[src/rtl/tile_map_arbiter.sv]
// Single-port tile-map RAM arbiter: display reads take absolute priority, logic
// writes are posted into a FIFO and drained in idle cycles, logic reads wait for an empty FIFO.
module tile_map_arbiter #(
    parameter int ADDR_W     = 11,
    parameter int DATA_W     = 4,
    parameter int WBUF_DEPTH = 4
) (
    input  logic                              clock_50,
    input  logic                              reset_key,
    input  logic                              disp_req,
    input  logic [ADDR_W-1:0]                 disp_addr,
    output logic [DATA_W-1:0]                 disp_data,
    output logic                              disp_valid,
    input  logic                              lg_req,
    input  logic                              lg_we,
    input  logic [ADDR_W-1:0]                 lg_addr,
    input  logic [DATA_W-1:0]                 lg_wdata,
    output logic                              lg_gnt,
    output logic [DATA_W-1:0]                 lg_rdata,
    output logic                              lg_rvalid,
    output logic [$clog2(WBUF_DEPTH):0]       wbuf_level,
    output logic [ADDR_W-1:0]                 ram_addr,
    output logic                              ram_we,
    output logic [DATA_W-1:0]                 ram_wdata,
    input  logic [DATA_W-1:0]                 ram_rdata
);

    localparam int PTR_W = $clog2(WBUF_DEPTH);
    localparam int LVL_W = PTR_W + 1;

    typedef enum logic [1:0] {
        OWN_IDLE,
        OWN_DISP,
        OWN_DRAIN,
        OWN_LREAD
    } owner_e;

    owner_e                  owner;
    logic [ADDR_W-1:0]       fifo_addr_q [WBUF_DEPTH];
    logic [DATA_W-1:0]       fifo_data_q [WBUF_DEPTH];
    logic [PTR_W-1:0]        wr_ptr_q, wr_ptr_d;
    logic [PTR_W-1:0]        rd_ptr_q, rd_ptr_d;
    logic [LVL_W-1:0]        level_q, level_d;
    logic [ADDR_W-1:0]       ram_addr_q;
    logic [DATA_W-1:0]       ram_wdata_q;
    logic                    disp_valid_q, disp_valid_d;
    logic                    lg_rvalid_q, lg_rvalid_d;
    logic [DATA_W-1:0]       disp_hold_q, disp_hold_d;
    logic [DATA_W-1:0]       lg_hold_q, lg_hold_d;
    logic                    fifo_empty;
    logic                    has_room;
    logic                    push;
    logic                    pop;

    assign fifo_empty = (level_q == '0);
    assign has_room   = (level_q < LVL_W'(WBUF_DEPTH));

    // Gating with reset_key keeps the RAM quiet while reset is asserted,
    // even though ownership is otherwise decided combinationally.
    always_comb begin
        owner = OWN_IDLE;
        if (reset_key) begin
            if (disp_req)
                owner = OWN_DISP;
            else if (!fifo_empty)
                owner = OWN_DRAIN;
            else if (lg_req && !lg_we)
                owner = OWN_LREAD;
        end
    end

    assign push   = reset_key & lg_req & lg_we & has_room;
    assign pop    = (owner == OWN_DRAIN);
    assign lg_gnt = push | (owner == OWN_LREAD);
    assign ram_we = pop;

    always_comb begin
        ram_addr  = ram_addr_q;
        ram_wdata = ram_wdata_q;
        case (owner)
            OWN_DISP:  ram_addr = disp_addr;
            OWN_DRAIN: begin
                ram_addr  = fifo_addr_q[rd_ptr_q];
                ram_wdata = fifo_data_q[rd_ptr_q];
            end
            OWN_LREAD: ram_addr = lg_addr;
            default:   ram_addr = ram_addr_q;
        endcase
    end

    always_comb begin
        wr_ptr_d = push ? wr_ptr_q + 1'b1 : wr_ptr_q;
        rd_ptr_d = pop  ? rd_ptr_q + 1'b1 : rd_ptr_q;
        level_d  = level_q;
        case ({push, pop})
            2'b10:   level_d = level_q + 1'b1;
            2'b01:   level_d = level_q - 1'b1;
            default: level_d = level_q;
        endcase
    end

    always_comb begin
        disp_valid_d = (owner == OWN_DISP);
        lg_rvalid_d  = (owner == OWN_LREAD);
        disp_hold_d  = disp_valid_q ? ram_rdata : disp_hold_q;
        lg_hold_d    = lg_rvalid_q  ? ram_rdata : lg_hold_q;
    end

    // Read data is passed straight through in the valid cycle and latched for later.
    assign disp_valid = disp_valid_q;
    assign disp_data  = disp_valid_q ? ram_rdata : disp_hold_q;
    assign lg_rvalid  = lg_rvalid_q;
    assign lg_rdata   = lg_rvalid_q ? ram_rdata : lg_hold_q;
    assign wbuf_level = level_q;

    always_ff @(posedge clock_50 or negedge reset_key) begin
        if (!reset_key) begin
            wr_ptr_q     <= '0;
            rd_ptr_q     <= '0;
            level_q      <= '0;
            ram_addr_q   <= '0;
            ram_wdata_q  <= '0;
            disp_valid_q <= 1'b0;
            lg_rvalid_q  <= 1'b0;
            disp_hold_q  <= '0;
            lg_hold_q    <= '0;
        end else begin
            wr_ptr_q     <= wr_ptr_d;
            rd_ptr_q     <= rd_ptr_d;
            level_q      <= level_d;
            ram_addr_q   <= ram_addr;
            ram_wdata_q  <= ram_wdata;
            disp_valid_q <= disp_valid_d;
            lg_rvalid_q  <= lg_rvalid_d;
            disp_hold_q  <= disp_hold_d;
            lg_hold_q    <= lg_hold_d;
        end
    end

    always_ff @(posedge clock_50 or negedge reset_key) begin
        if (!reset_key) begin
            for (int unsigned i = 0; i < WBUF_DEPTH; i++) begin
                fifo_addr_q[i] <= '0;
                fifo_data_q[i] <= '0;
            end
        end else if (push) begin
            fifo_addr_q[wr_ptr_q] <= lg_addr;
            fifo_data_q[wr_ptr_q] <= lg_wdata;
        end
    end

endmodule

[config.mk]
export PLATFORM = sky130hd
export DESIGN_NAME = tile_map_arbiter
export DESIGN_NICKNAME = d
export VERILOG_FILES = /design/src/rtl/tile_map_arbiter.sv
export SDC_FILE = /design/constraint.sdc
export NUM_CORES = 1
export LEC_CHECK = 0
export CAP_MARGIN = 20
export CORE_ASPECT_RATIO = 1.5
export CORE_MARGIN = 8
export CORE_UTILIZATION = 45
export DETAILED_ROUTE_END_ITERATION = 6
export GPL_TIMING_DRIVEN = 0
export PLACE_DENSITY = 0.74
export SETUP_SLACK_MARGIN = 0.2
export SYNTH_ARGS = -nofsm -noshare
export SYNTH_HDL_FRONTEND = slang
export SYNTH_SLANG_ARGS = --single-unit
export TNS_END_PERCENT = 5
[constraint.sdc]
create_clock -name clock_50 -period 2.1 [get_ports clock_50]
set_input_delay 0.42 -clock clock_50 [delete_from_list [all_inputs] [get_ports clock_50]]
set_output_delay 0.42 -clock clock_50 [all_outputs]
set_load 0.005 [all_outputs]
---- Word level (Yosys, flattened, before mapping) ----
Cells that the tools add are included.
storage, ports and cells
  logic and storage cells ................. 62
  output and inout port bits .............. 30
  ROM bits ................................ 0
  latch bits .............................. 0
  bits in registers ....................... 92
  memories ................................ 0
  memory bits (writable) .................. 0
cells by class
  shift-type cells ........................ 0
  equal/unequal tests ..................... 5
  multipliers ............................. 0
  reduce and logical (&&, ||, !) cells .... 5
  muxes and demuxes ....................... 21
  order comparisons ....................... 4
  divide/modulo/power cells ............... 0
  add/subtract/negate cells ............... 4
  bitwise operators ....................... 6
operators by type and width
  cell                 count
  $bwmux 44            1
  $mux 11              3
  $pmux 11 s3          1
  $mux 4               6
  $bmux 11 s2          1
  $demux 11 s2         1
  $bwmux 16            1
  $bmux 4 s2           1
  $demux 4 s2          1
  $mux 2               4
  $eq 2x2->1 const B   3
  $ge 3x3->1 const B   2
  $not 2->3            2
  $pmux 3 s2           1
  $add 2x1->2 const B  2
  $eq 2x1->1 const B   2
  $add 3x1->3 const B  1
  $and 1x1->1          3
  $logic_not 3->1      1
  $lt 3x1->1 const B   1
  $lt 3x3->1 const B   1
  $sub 3x1->3 const B  1
  $logic_and 1x1->1    2
  $reduce_bool 2->1    1
  2 further kinds      2

---- Logic depth before layout (Yosys ltp) ----
Gate-level depths: netlist of run 1.
  depth after elaboration ................. 9
  depth in mapped cells ................... 9
  mapped depth without buffers ............ 8

---- Least setup slack after synthesis of run 1 ----
OpenSTA, ideal clock, no wires.
  path kind ............................... register -> register
  start ................................... reg level_q[0] (netlist: wbuf_level[0])
  end ..................................... reg level_q[2] (netlist: wbuf_level[2])
  setup slack ............................. 0.079 ns
  library setup time ...................... 0.079 ns
  cell stages (with the launch flop) ...... 10
  data arrival time ....................... 1.941 ns
  cells stage by stage .................... dfrtp_1 > nor3_1 > buf_2 > nor2_2 > ha_1 > inv_1 > fa_1 > xor2_1 > nor2_1 > xor2_1
between the ends
  cells in the longest elaborated chain, start to end .. 7
ends and longest elaborated chain
  element                                          RTL line  RTL
  start: declaration                               43        logic [LVL_W-1:0] level_q, level_d;
  start signal: assignment                         130       level_q <= level_d;
  $logic_not 3->1 *                                55        assign fifo_empty = (level_q == '0);
  $mux 2 *                                         65        else if (!fifo_empty)
  $mux 2 *                                         63        if (disp_req)
  $mux 2 *                                         62        if (reset_key) begin
  $eq 2x2->1 *                                     73        assign pop = (owner == OWN_DRAIN);
  via ram_we                                       23        output logic ram_we,
  $eq 2x1->1 or $eq 2x2->1 (tied branches)         95        case ({push, pop})
  $pmux 3 s2 or $reduce_bool 2->1 (tied branches)  -
The timed path passes the listed nets; every way through them passes the cells marked *.
A chain may end at the register's enable or synchronous reset.

---- Worst setup path after layout of run 1 ----
  start ................................... reg rd_ptr_q[0]
  end ..................................... out ram_addr[7]
between the ends
  cells in the longest elaborated chain, start to end .. 5
ends and longest elaborated chain
  element                                      RTL line  RTL
  start: declaration                           42        logic [PTR_W-1:0] rd_ptr_q, rd_ptr_d;
  start signal: assignment                     129       rd_ptr_q <= rd_ptr_d;
  $not 2->3 (implied by the code)              83        ram_addr = fifo_addr_q[rd_ptr_q];
  $bmux 11 s2                                  83
  $mux 11 (implied by the code) (2 in series)  83
  $pmux 11 s3                                  80        case (owner)
  end: declaration                             22        output logic [ADDR_W-1:0] ram_addr,
No other way between the ends. The select of a mux whose other input is x is not followed.

==> results of run 1 <==
[worst max-delay path, delay by kind of cell (launching register included)]
kind | cells | cell delay [ns]
muxes | 1 | 0.49
buffers and inverters | 3 | 0.37
DFF | 1 | 0.36
and+or+nand+nor | 1 | 0.18
AOI/OAI and AO/OA | 2 | 0.29
[power breakdown]
group / leakage (nW) / switching (mW) / internal (mW)
clock: 0.170 / 0.724 / 1.17
sequential: 1.15 / 0.403 / 2.52
combinational: 1.52 / 1.19 / 2.09
[area by class of cell]
class	instances	area (um2)
Fill cell	707	3310
Sequential cell	92	2310
Multi-Input combinational cell	165	2040
Timing Repair Buffer	93	921
Clock buffer	9	225
Buffer	15	159
Tap cell	112	140
Clock inverter	7	121
Inverter	8	32.5
[kinds of logic after synthesis]
group | count (synthesis)
AOI/OAI and AO/OA | 27
muxes | 88
DFF | 92
buffers and inverters | 23
and+or+nand+nor | 38
adders and majority gates | 6
xor gates and xnor gates | 6
[metrics by stage]
stage / utilization, % / total power, mW / instances / area (um2)
after global routing: 64.2 / 8.52 / 501 / 5940
after floorplan: - / 4.70 / 280 / 4320
after CTS: 63.4 / 7.99 / 498 / 5860
after global placement: 55.2 / 5.53 / 456 / 5100
after detailed placement: 55.4 / 5.64 / 457 / 5130
final: 64.2 / 8.10 / 501 / 5940
[metal layers]
metal | share of wire, % | routed length, um | global-route usage, %
met5 | 0 | 0 | 0
met4 | 2.1 | 233 | 7.55
met3 | 5.1 | 561 | 4.61
met2 | 52 | 5730 | 31.6
met1 | 40 | 4440 | 20.6
[path summary, 6_finish.rpt]
kind	depth (start not counted)	to	start	slack, ns
worst max-delay path	7	ram_addr[7]	rd_ptr_q[0]	-0.37
worst min-delay path	2	lg_hold_q[1]	reset_key	0.14
worst max register to register	11	wbuf_level[2]	wbuf_level[0]	0.10
worst min register to register	1	lg_hold_q[0]	lg_hold_q[0]	0.50
max in group asynchronous	3	wbuf_level[0]	reset_key	0.97
min in group clock_50	4	disp_valid	reset_key	0.48
[registers in the layout, indices dropped and copies added (netlist names)]
| register | count |
|---|---|
| disp_hold_q | 4 |
| disp_valid | 1 |
| fifo_addr_q | 44 |
| fifo_data_q | 16 |
| lg_hold_q | 4 |
| lg_rvalid | 1 |
| ram_addr_q | 11 |
| ram_wdata_q | 4 |
| rd_ptr_q | 2 |
| wbuf_level | 3 |
| wr_ptr_q | 2 |
[Yosys cell counts (all sizes together) (2+ instances only)]
library cell,instances
o221ai,9
buf,11
o21ai,3
dfrtp,92
a21oi,2
and3,3
ha,5
a31oi,9
xnor2,3
mux2,72
mux4,15
clkbuf,4
inv,8
nand2,16
nor2,13
xor2,3
a221oi,2
[placed cells by master, fill, tap and decap left out, types with 2 or more instances in the layout]
cell type and n:
sky130_fd_sc_hd__xnor2_1 3, sky130_fd_sc_hd__buf_2 14, sky130_fd_sc_hd__dfrtp_2 4, sky130_fd_sc_hd__a31oi_1 8
sky130_fd_sc_hd__nor2_4 3, sky130_fd_sc_hd__buf_4 13, sky130_fd_sc_hd__clkbuf_2 3, sky130_fd_sc_hd__clkdlybuf4s50_1 36
sky130_fd_sc_hd__dlygate4sd2_1 10, sky130_fd_sc_hd__o21ai_1 2, sky130_fd_sc_hd__mux2_4 44, sky130_fd_sc_hd__xor2_1 3
sky130_fd_sc_hd__dfrtp_1 88, sky130_fd_sc_hd__inv_1 6, sky130_fd_sc_hd__a21oi_2 2, sky130_fd_sc_hd__buf_8 3
sky130_fd_sc_hd__o221ai_2 8, sky130_fd_sc_hd__ha_1 4, sky130_fd_sc_hd__nor2_2 4, sky130_fd_sc_hd__buf_6 19
sky130_fd_sc_hd__nor2_1 6, sky130_fd_sc_hd__bufbuf_16 2, sky130_fd_sc_hd__nand2_1 11, sky130_fd_sc_hd__buf_12 3
sky130_fd_sc_hd__clkbuf_16 9, sky130_fd_sc_hd__dlygate4sd3_1 3, sky130_fd_sc_hd__mux2_2 28, sky130_fd_sc_hd__and3_4 2
sky130_fd_sc_hd__nand2_4 4, sky130_fd_sc_hd__bufinv_16 3, sky130_fd_sc_hd__mux4_2 15, sky130_fd_sc_hd__inv_6 2
[timing repair]
action,CTS,global route
setup endpoints to repair,67,19
hold buffers,3,0
pin swaps,16,16
buffers inserted,19,2
resized for setup,135,19
gates cloned,3,0
hold endpoints to repair,24,0
==> results.md, run 1 <==
Outcome:
- The flow ran to the end, but the final reports show violations.
- The final reports fail on setup timing.

GRT:
- The number of global-route vias before repair came to 3215.
- The number of antenna violations at the first check in global routing came to 0.
- The sum of overflow across all layers after global routing is 0.
- The first global-routing pass estimated 17600 um of wire.
- Global routing used between 10% and 20% of the available tracks across all layers.
- Entering global routing, the biggest net connects 37 pins.

Yosys:
- The number of enable-type register cells in the synthesized netlist is 0.
- For this run, the leading register cell type out of synthesis is sky130_fd_sc_hd__dfrtp_1.
- After Yosys synthesis, XOR and XNOR cells account for under 10% of the synthesized area.
- Yosys printed 0 warnings.
- The portion of synthesized area spent on multiplexers is between 30% and 40%.
- Counting flops with an async set or reset pin after synthesis yields a share of 100%.
- Summed over all instances, the cell type with the most area after synthesis is sky130_fd_sc_hd__dfrtp_1.
- The main combinational cell family by area after synthesis is multiplexers.
- By area the synthesized netlist is led by sky130_fd_sc_hd__dfrtp_1 (53%), sky130_fd_sc_hd__mux2_4 (14%), sky130_fd_sc_hd__mux2_2 (8.4%).
- The portion of synthesized cell area occupied by the leading cell type is 53.5%.
- The number of synthesized register bits is just over 90.
- The gate count after technology mapping is 280.
- The netlist uses 33 different library cells.
- After synthesis the cells add up to between 4000 and 5000 um2.
- The post-synthesis share of cell area spent on full adders, half adders and majority gates is approximately 1.9%.
- The fraction of the mapped netlist area in compound gates is around 4.8%.
- The synthesized-area fraction occupied by and/or/nand/nor cells is between 4 and 5%.
- The average instance in the mapped netlist occupies around 15 um2.
- The total nets after synthesis is between 300 and 400.
- Sequential cells were found to cover approximately 53% of the synthesized design area.

Detailed routing:
- For this run, design rule violations remaining after detail routing come to 0.
- The first TritonRoute pass finished after 4 iterations.
- Wires add up to 11000 um.
- The first-iteration detailed-routing DRC count is a little under 100.
- The number of nets still failing antenna checks after routing is 0.
- The detailed-route wire length per cell is about 22 um.
- The total vias in the final route is between 2000 and 3000.
- The ratio of routed vias to standard cells is around 5.6.

Clocking:
- The clock latency of the later-clocked register in the worst-skew pair is ~0.35 ns.
- The TritonCTS buffer count is 9.
- TritonCTS built the clock tree.
- Counting along the longest clock path gives a buffer depth of 2.
- CTS built an H-tree with a depth of 3.
- The total number of clock tree sinks is 92.
- Clock tree synthesis selected as its root buffer the cell sky130_fd_sc_hd__clkbuf_16.
- After clock tree synthesis, the clock-pin slew on the worst setup and hold paths is about 0.070 ns.

Job:
- Max-cap violations in this run came to 0.

Floorplanning:
- The die area is ~13000 um2.
- The die is 95.9 um wide.
- Once the floorplan was initialized, standard cells occupied 46.5% of the core.
- In this run the count of I/O pins placed on the die edge is between 60 and 70.
- In this run the core area contains 43 standard-cell rows.
- The standard cell core area is between 9000 and 10000 um2.
- The die height is between 100 and 150 um.

Worst setup path:
- The worst setup path is of the reg2out kind.
- For the worst setup path, the data required time is around 1.7 ns.
- For the worst setup path, the data arrival time is 2.05 ns.
- The cell type with the highest occurrence count on the critical path is sky130_fd_sc_hd__buf_6.
- The slowest stage of the critical path belongs to the cell sky130_fd_sc_hd__mux4_2.
- STA classifies the critical path startpoint as a flop.
- The nature of the critical path endpoint is an output pin.
- The critical-path maximum fanout is 4.
- The signal on the critical path passes through buf_6, buf_6, mux4_2, and3_4, a221oi_2, a21oi_2, buf_2.
- On the worst path, the slowest cell contributes a delay of 0.49 ns.

STA:
- The worst pin sits at a relative slew slack of a little under two thirds.
- The total setup violations reported at the end of the flow is 15.
- The worst-margin pin slew is ~0.54 ns.
- For this run, the top clock speed supported by timing is just over 0.4 GHz.
- Setup repair after global routing could not meet its margin everywhere.
- Clock skew on the completed layout was measured at roughly 0.0064 ns.
- Subtracting the final worst setup slack from the clock period gives about 2.5 ns.
- Of the available clock period, the critical path in the final layout requires 118%.
- On the final layout, the worst hold slack is about 0.14 ns.
- After routing, the total negative slack on setup checks comes to -4.19 ns.
- The count of final max-slew check failures was 0.
- The minimum setup slack in the final design is -0.371 ns.
- The final count of hold timing violations is 0.

Pwr:
- The power per cell area is 1360 nW/um2.
- The leakage dissipation is 2.83 nW.
- Across the VDD grid, the largest voltage drop is between 0.6 and 0.7 mV.

Min path:
- In this run the worst hold path is classified as in2async.

Cells and area:
- The net count of the finished layout is between 400 and 500.
- Relative to the synthesized area, the layout overhead comes to 38.1%.
- The fraction of final layout cells with drive strength greater than 1 is around 52%.
- The number of antenna diodes in the final layout is 0.

Placement:
- Routability-driven placement finished with a final weighted congestion of 0.746.
- Detailed placement ended at an HPWL of about 6700 um.
- Before CTS, the worst setup slack after placement is -1.03 ns.
- The number of buffers inserted by port buffering is 64.
Power figures use the tool's default switching activity.
==> run 2: changes to the inputs <==
--- a/config.mk
+++ b/config.mk
@@ -10,6 +10,7 @@
 export CORE_MARGIN = 8
 export CORE_UTILIZATION = 45
 export DETAILED_ROUTE_END_ITERATION = 6
+export GPL_ROUTABILITY_DRIVEN = 0
 export GPL_TIMING_DRIVEN = 0
 export PLACE_DENSITY = 0.74
 export SETUP_SLACK_MARGIN = 0.2
==> results of run 2 <==
Final layout, timing and power as in run 1 (identical DEF).
==> run 3: changes to the inputs <==
--- a/config.mk
+++ b/config.mk
@@ -11,7 +11,7 @@
 export CORE_UTILIZATION = 45
 export DETAILED_ROUTE_END_ITERATION = 6
 export GPL_ROUTABILITY_DRIVEN = 0
-export GPL_TIMING_DRIVEN = 0
+export MAX_ROUTING_LAYER = met4
 export PLACE_DENSITY = 0.74
 export SETUP_SLACK_MARGIN = 0.2
 export SYNTH_ARGS = -nofsm -noshare
==> run 3 against run 2 <==
- the flow still finishes with violations (setup timing)
- design area is 0.78% higher
- hold slack worse by 0.062 ns
- wire length barely moved
- first-iteration DRC count grew 85%
- cell count rose by 5.2%
- sequential power hardly changed
- critical path depth stayed put
- core utilization rose by 0.50 points
- sequential cell count unchanged
- maximum frequency fell by 1.5%
- die area is the same
- via count increased by 2.9%
- critical path type unchanged
- critical endpoint is now ram_addr[2]
- largest power group unchanged
- highest routed layer unchanged
==> results.md, run 3 (synthesized netlist as in run 1, its figures left out) <==
GRT:
- Global routing finished with a remaining overflow of 0.
- The number of global-route vias before repair is around 3300.
- Global routing used 18.8% of the available tracks across all layers.
- The maximum number of pins on one net before global-route repair is 59.
- The first global-routing pass estimated around 18000 um of wire.
- The number of antenna violations at the first check in global routing is 0.

Outcome:
- The run finished, with violations left.
- The checks that failed: setup timing.

STA:
- Setup repair after global routing could not meet its margin everywhere.
- The count of final max-slew check failures is 0.
- The highest achievable clock rate is around 0.40 GHz.
- The headroom to the max-slew limit is between 50 and 60%.
- On the final layout, the worst hold slack is between 0.07 and 0.08 ns.
- Subtracting the final worst setup slack from the clock period gives about 2.5 ns.
- The final sum of negative setup slack is -5.46 ns.
- The worst-margin pin slew is between 0.7 and 0.8 ns.
- The fraction of the cycle the final worst path needs is 119%.
- The minimum setup slack in the final design is -0.409 ns.
- The final count of hold timing violations is 0.
- Between clock sinks in the finished design, the worst skew comes to 0.00576 ns.
- The total setup violations reported at the end of the flow is 19.

Worst setup path:
- STA puts the critical path data required time at ~1.7 ns.
- The kind of launch point of the worst setup path is a flop.
- STA puts the critical path data arrival time at 2.09 ns.
- The type of the worst setup path is reg2out.
- The number of cells on the worst reg-to-reg path is 13.
- The critical-path maximum fanout is 2.
- The nature of the critical path endpoint is an output pin.

Cells and area:
- The register with the most flip-flops in the layout has between 40 and 50 of them.
- The library cells used most frequently in the layout, excluding fill and tap cells, are sky130_fd_sc_hd__dfrtp_1 (90), sky130_fd_sc_hd__buf_4 (47), sky130_fd_sc_hd__mux2_4 (44), sky130_fd_sc_hd__clkdlybuf4s50_1 (37), sky130_fd_sc_hd__mux2_2 (28).
- Of the cells placed in the final design, the portion with a size suffix greater than 1 is about 52%.
- The post-synthesis to final-layout area growth is 39.1%.
- Once layout is complete, the cells apart from fillers number about 530.
- The fill cell instance count of the final layout is roughly 710.
- The final instance area is ~6000 um2.
- The repair_antennas step left the layout with diodes totalling 0.
- The most common cell after layout, fill and taps aside is sky130_fd_sc_hd__dfrtp_1.
- Counting flops per register, the top entry is fifo_addr_q.
- The largest registers in the layout are fifo_addr_q: 44 flops, fifo_data_q: 16 flops, ram_addr_q: 11 flops.
- The final layout contains around 450 nets.
- Measured on the finished design, the core utilization comes to between 60% and 70%.

Floorplanning:
- The number of placement rows is 43.
- The floorplan step defined a core boundary enclosing between 9000 and 10000 um2.
- The die area is 13000 um2.
- Pin placement for this block handled 65 I/O pins.
- Once the floorplan was initialized, standard cells occupied 46.5% of the core.
- The die height is about 140 um.
- The die boundary width is around 96 um.

Clocking:
- The H-tree level count is 3.
- After clock tree synthesis, the clock-pin slew on the worst setup and hold paths is 0.07 ns.
- The total number of clock tree sinks is between 90 and 100.
- The maximum root-to-sink buffer count is 2.
- TritonCTS built the clock tree.
- The cell at the root of the clock tree is sky130_fd_sc_hd__clkbuf_16.
- The clock latency of the later-clocked register in the worst-skew pair is around 0.34 ns.
- The number of clock buffers added by TritonCTS is 9.

Detailed routing:
- The count of TritonRoute iterations in the first routing pass is 4.
- The first-iteration detailed-routing DRC count is around 180.
- The total vias in the final route is around 2900.
- For this run, design rule violations remaining after detail routing come to 0.
- Using the TritonRoute via totals, the vias-per-cell ratio works out to about 5.5.
- The number of nets still failing antenna checks after routing is 0.
- Wires add up to roughly 11000 um.
- In the final routed layout, each cell accounts on average for approximately 21 um.

Placement:
- Summed over all nets, the half-perimeter wirelength after detailed placement is 7240 um.
- OpenSTA, run right after detailed placement, puts the worst setup slack at -0.637 ns.
- The number of buffers inserted by port buffering is 64.
- In this run the cell area measured after placement is between 5000 and 6000 um2.
- The instance count after placement with tap cells included is 490.

Pwr:
- Across the VDD grid, the largest voltage drop is 0.732 mV.
- In this run the power density over the cells is around 1300 nW/um2.
- Sequential cells burn 36.7% of the power.
- The leakage dissipation is about 2.9 nW.
- The combinational cell fraction of total power is between 40 and 50%.
- The internal portion of the total power is around 5.6 mW.
- The analysis attributes to net switching a power of about 2.3 mW.
- The clock network is responsible for 18.8% of the overall power.
- Power comes to ~8.0 mW.
- The share of total power consumed by net switching is a little under 30%.

Job:
- Across the run, the number of max-cap violations was 0.

Min path:
- The class of the worst hold path is in2async.
-- run 3: changes by cell type in the layout (fill, tap and decap cells not counted), sizes merged, moves of 2 or more --
cell         delta
dlygate4sd3     -3
clkinvlp        +2
buf            +32
inv             -2
bufbuf          -2
bufinv          -3
-- run 3: area by class of cell --
| cell class | instances | area (um2) | area share (%) |
|---|---|---|---|
| clock inverter | 4 | 25.0 | 0.418 |
| clock buffer | 12 | 246 | 4.12 |
| multi-input combinational | 165 | 2010 | 33.6 |
| sequential | 92 | 2300 | 38.5 |
| tap | 112 | 140 | 2.34 |
| timing repair buffer | 134 | 1230 | 20.5 |
| inverter | 8 | 30.0 | 0.501 |
-- run 3: worst paths after layout --
check	startpoint	endpoint	slack [ns]
worst max-delay path	rd_ptr_q[0]	ram_addr[2]	-0.41
worst min register to register	disp_hold_q[2]	disp_hold_q[2]	0.49
worst max register to register	rd_ptr_q[0]	ram_addr_q[7]	-0.34
worst min-delay path	reset_key	ram_addr_q[3]	0.08
max in group asynchronous	reset_key	lg_hold_q[0]	1.09
min in group clock_50	reset_key	lg_rvalid	0.42
-- run 3: critical path: stages (launching register included) --
cell and delay, ns:
sky130_fd_sc_hd__dfrtp_1 0.42, sky130_fd_sc_hd__buf_12 0.14, sky130_fd_sc_hd__buf_12 0.09, sky130_fd_sc_hd__mux4_2 0.48, sky130_fd_sc_hd__and3_4 0.19, sky130_fd_sc_hd__a221oi_4 0.20, sky130_fd_sc_hd__a21oi_2 0.10, sky130_fd_sc_hd__buf_2 0.14
-- run 3: power groups by stage --
stage	Clock [mW]	Sequential, mW	Combinational (mW)
final	1.50	2.93	3.55
after global routing	1.61	3.00	3.82
after CTS	1.52	2.91	3.53
after detailed placement	0	2.91	2.98
after global placement	0	2.86	2.92
after floorplan	0	2.79	1.91
-- run 3: metal layers --
layer  vias to the layer above  GRT usage (%)  part of all wire, %
met5                         -              -                    0
met4                         0           9.10                  3.4
met3                        25           4.16                  5.0
met2                        83           30.6                   52
met1                      1487           21.1                   40
li1                       1281              -                    -
-- run 3: repair_timing --
item | CTS | global route
pin swaps | 21 | 0
setup endpoints to repair | 27 | 21
buffers inserted | 21 | 0
resized for setup | 122 | 6
gates cloned | 0 | 0
hold buffers | 0 | 0
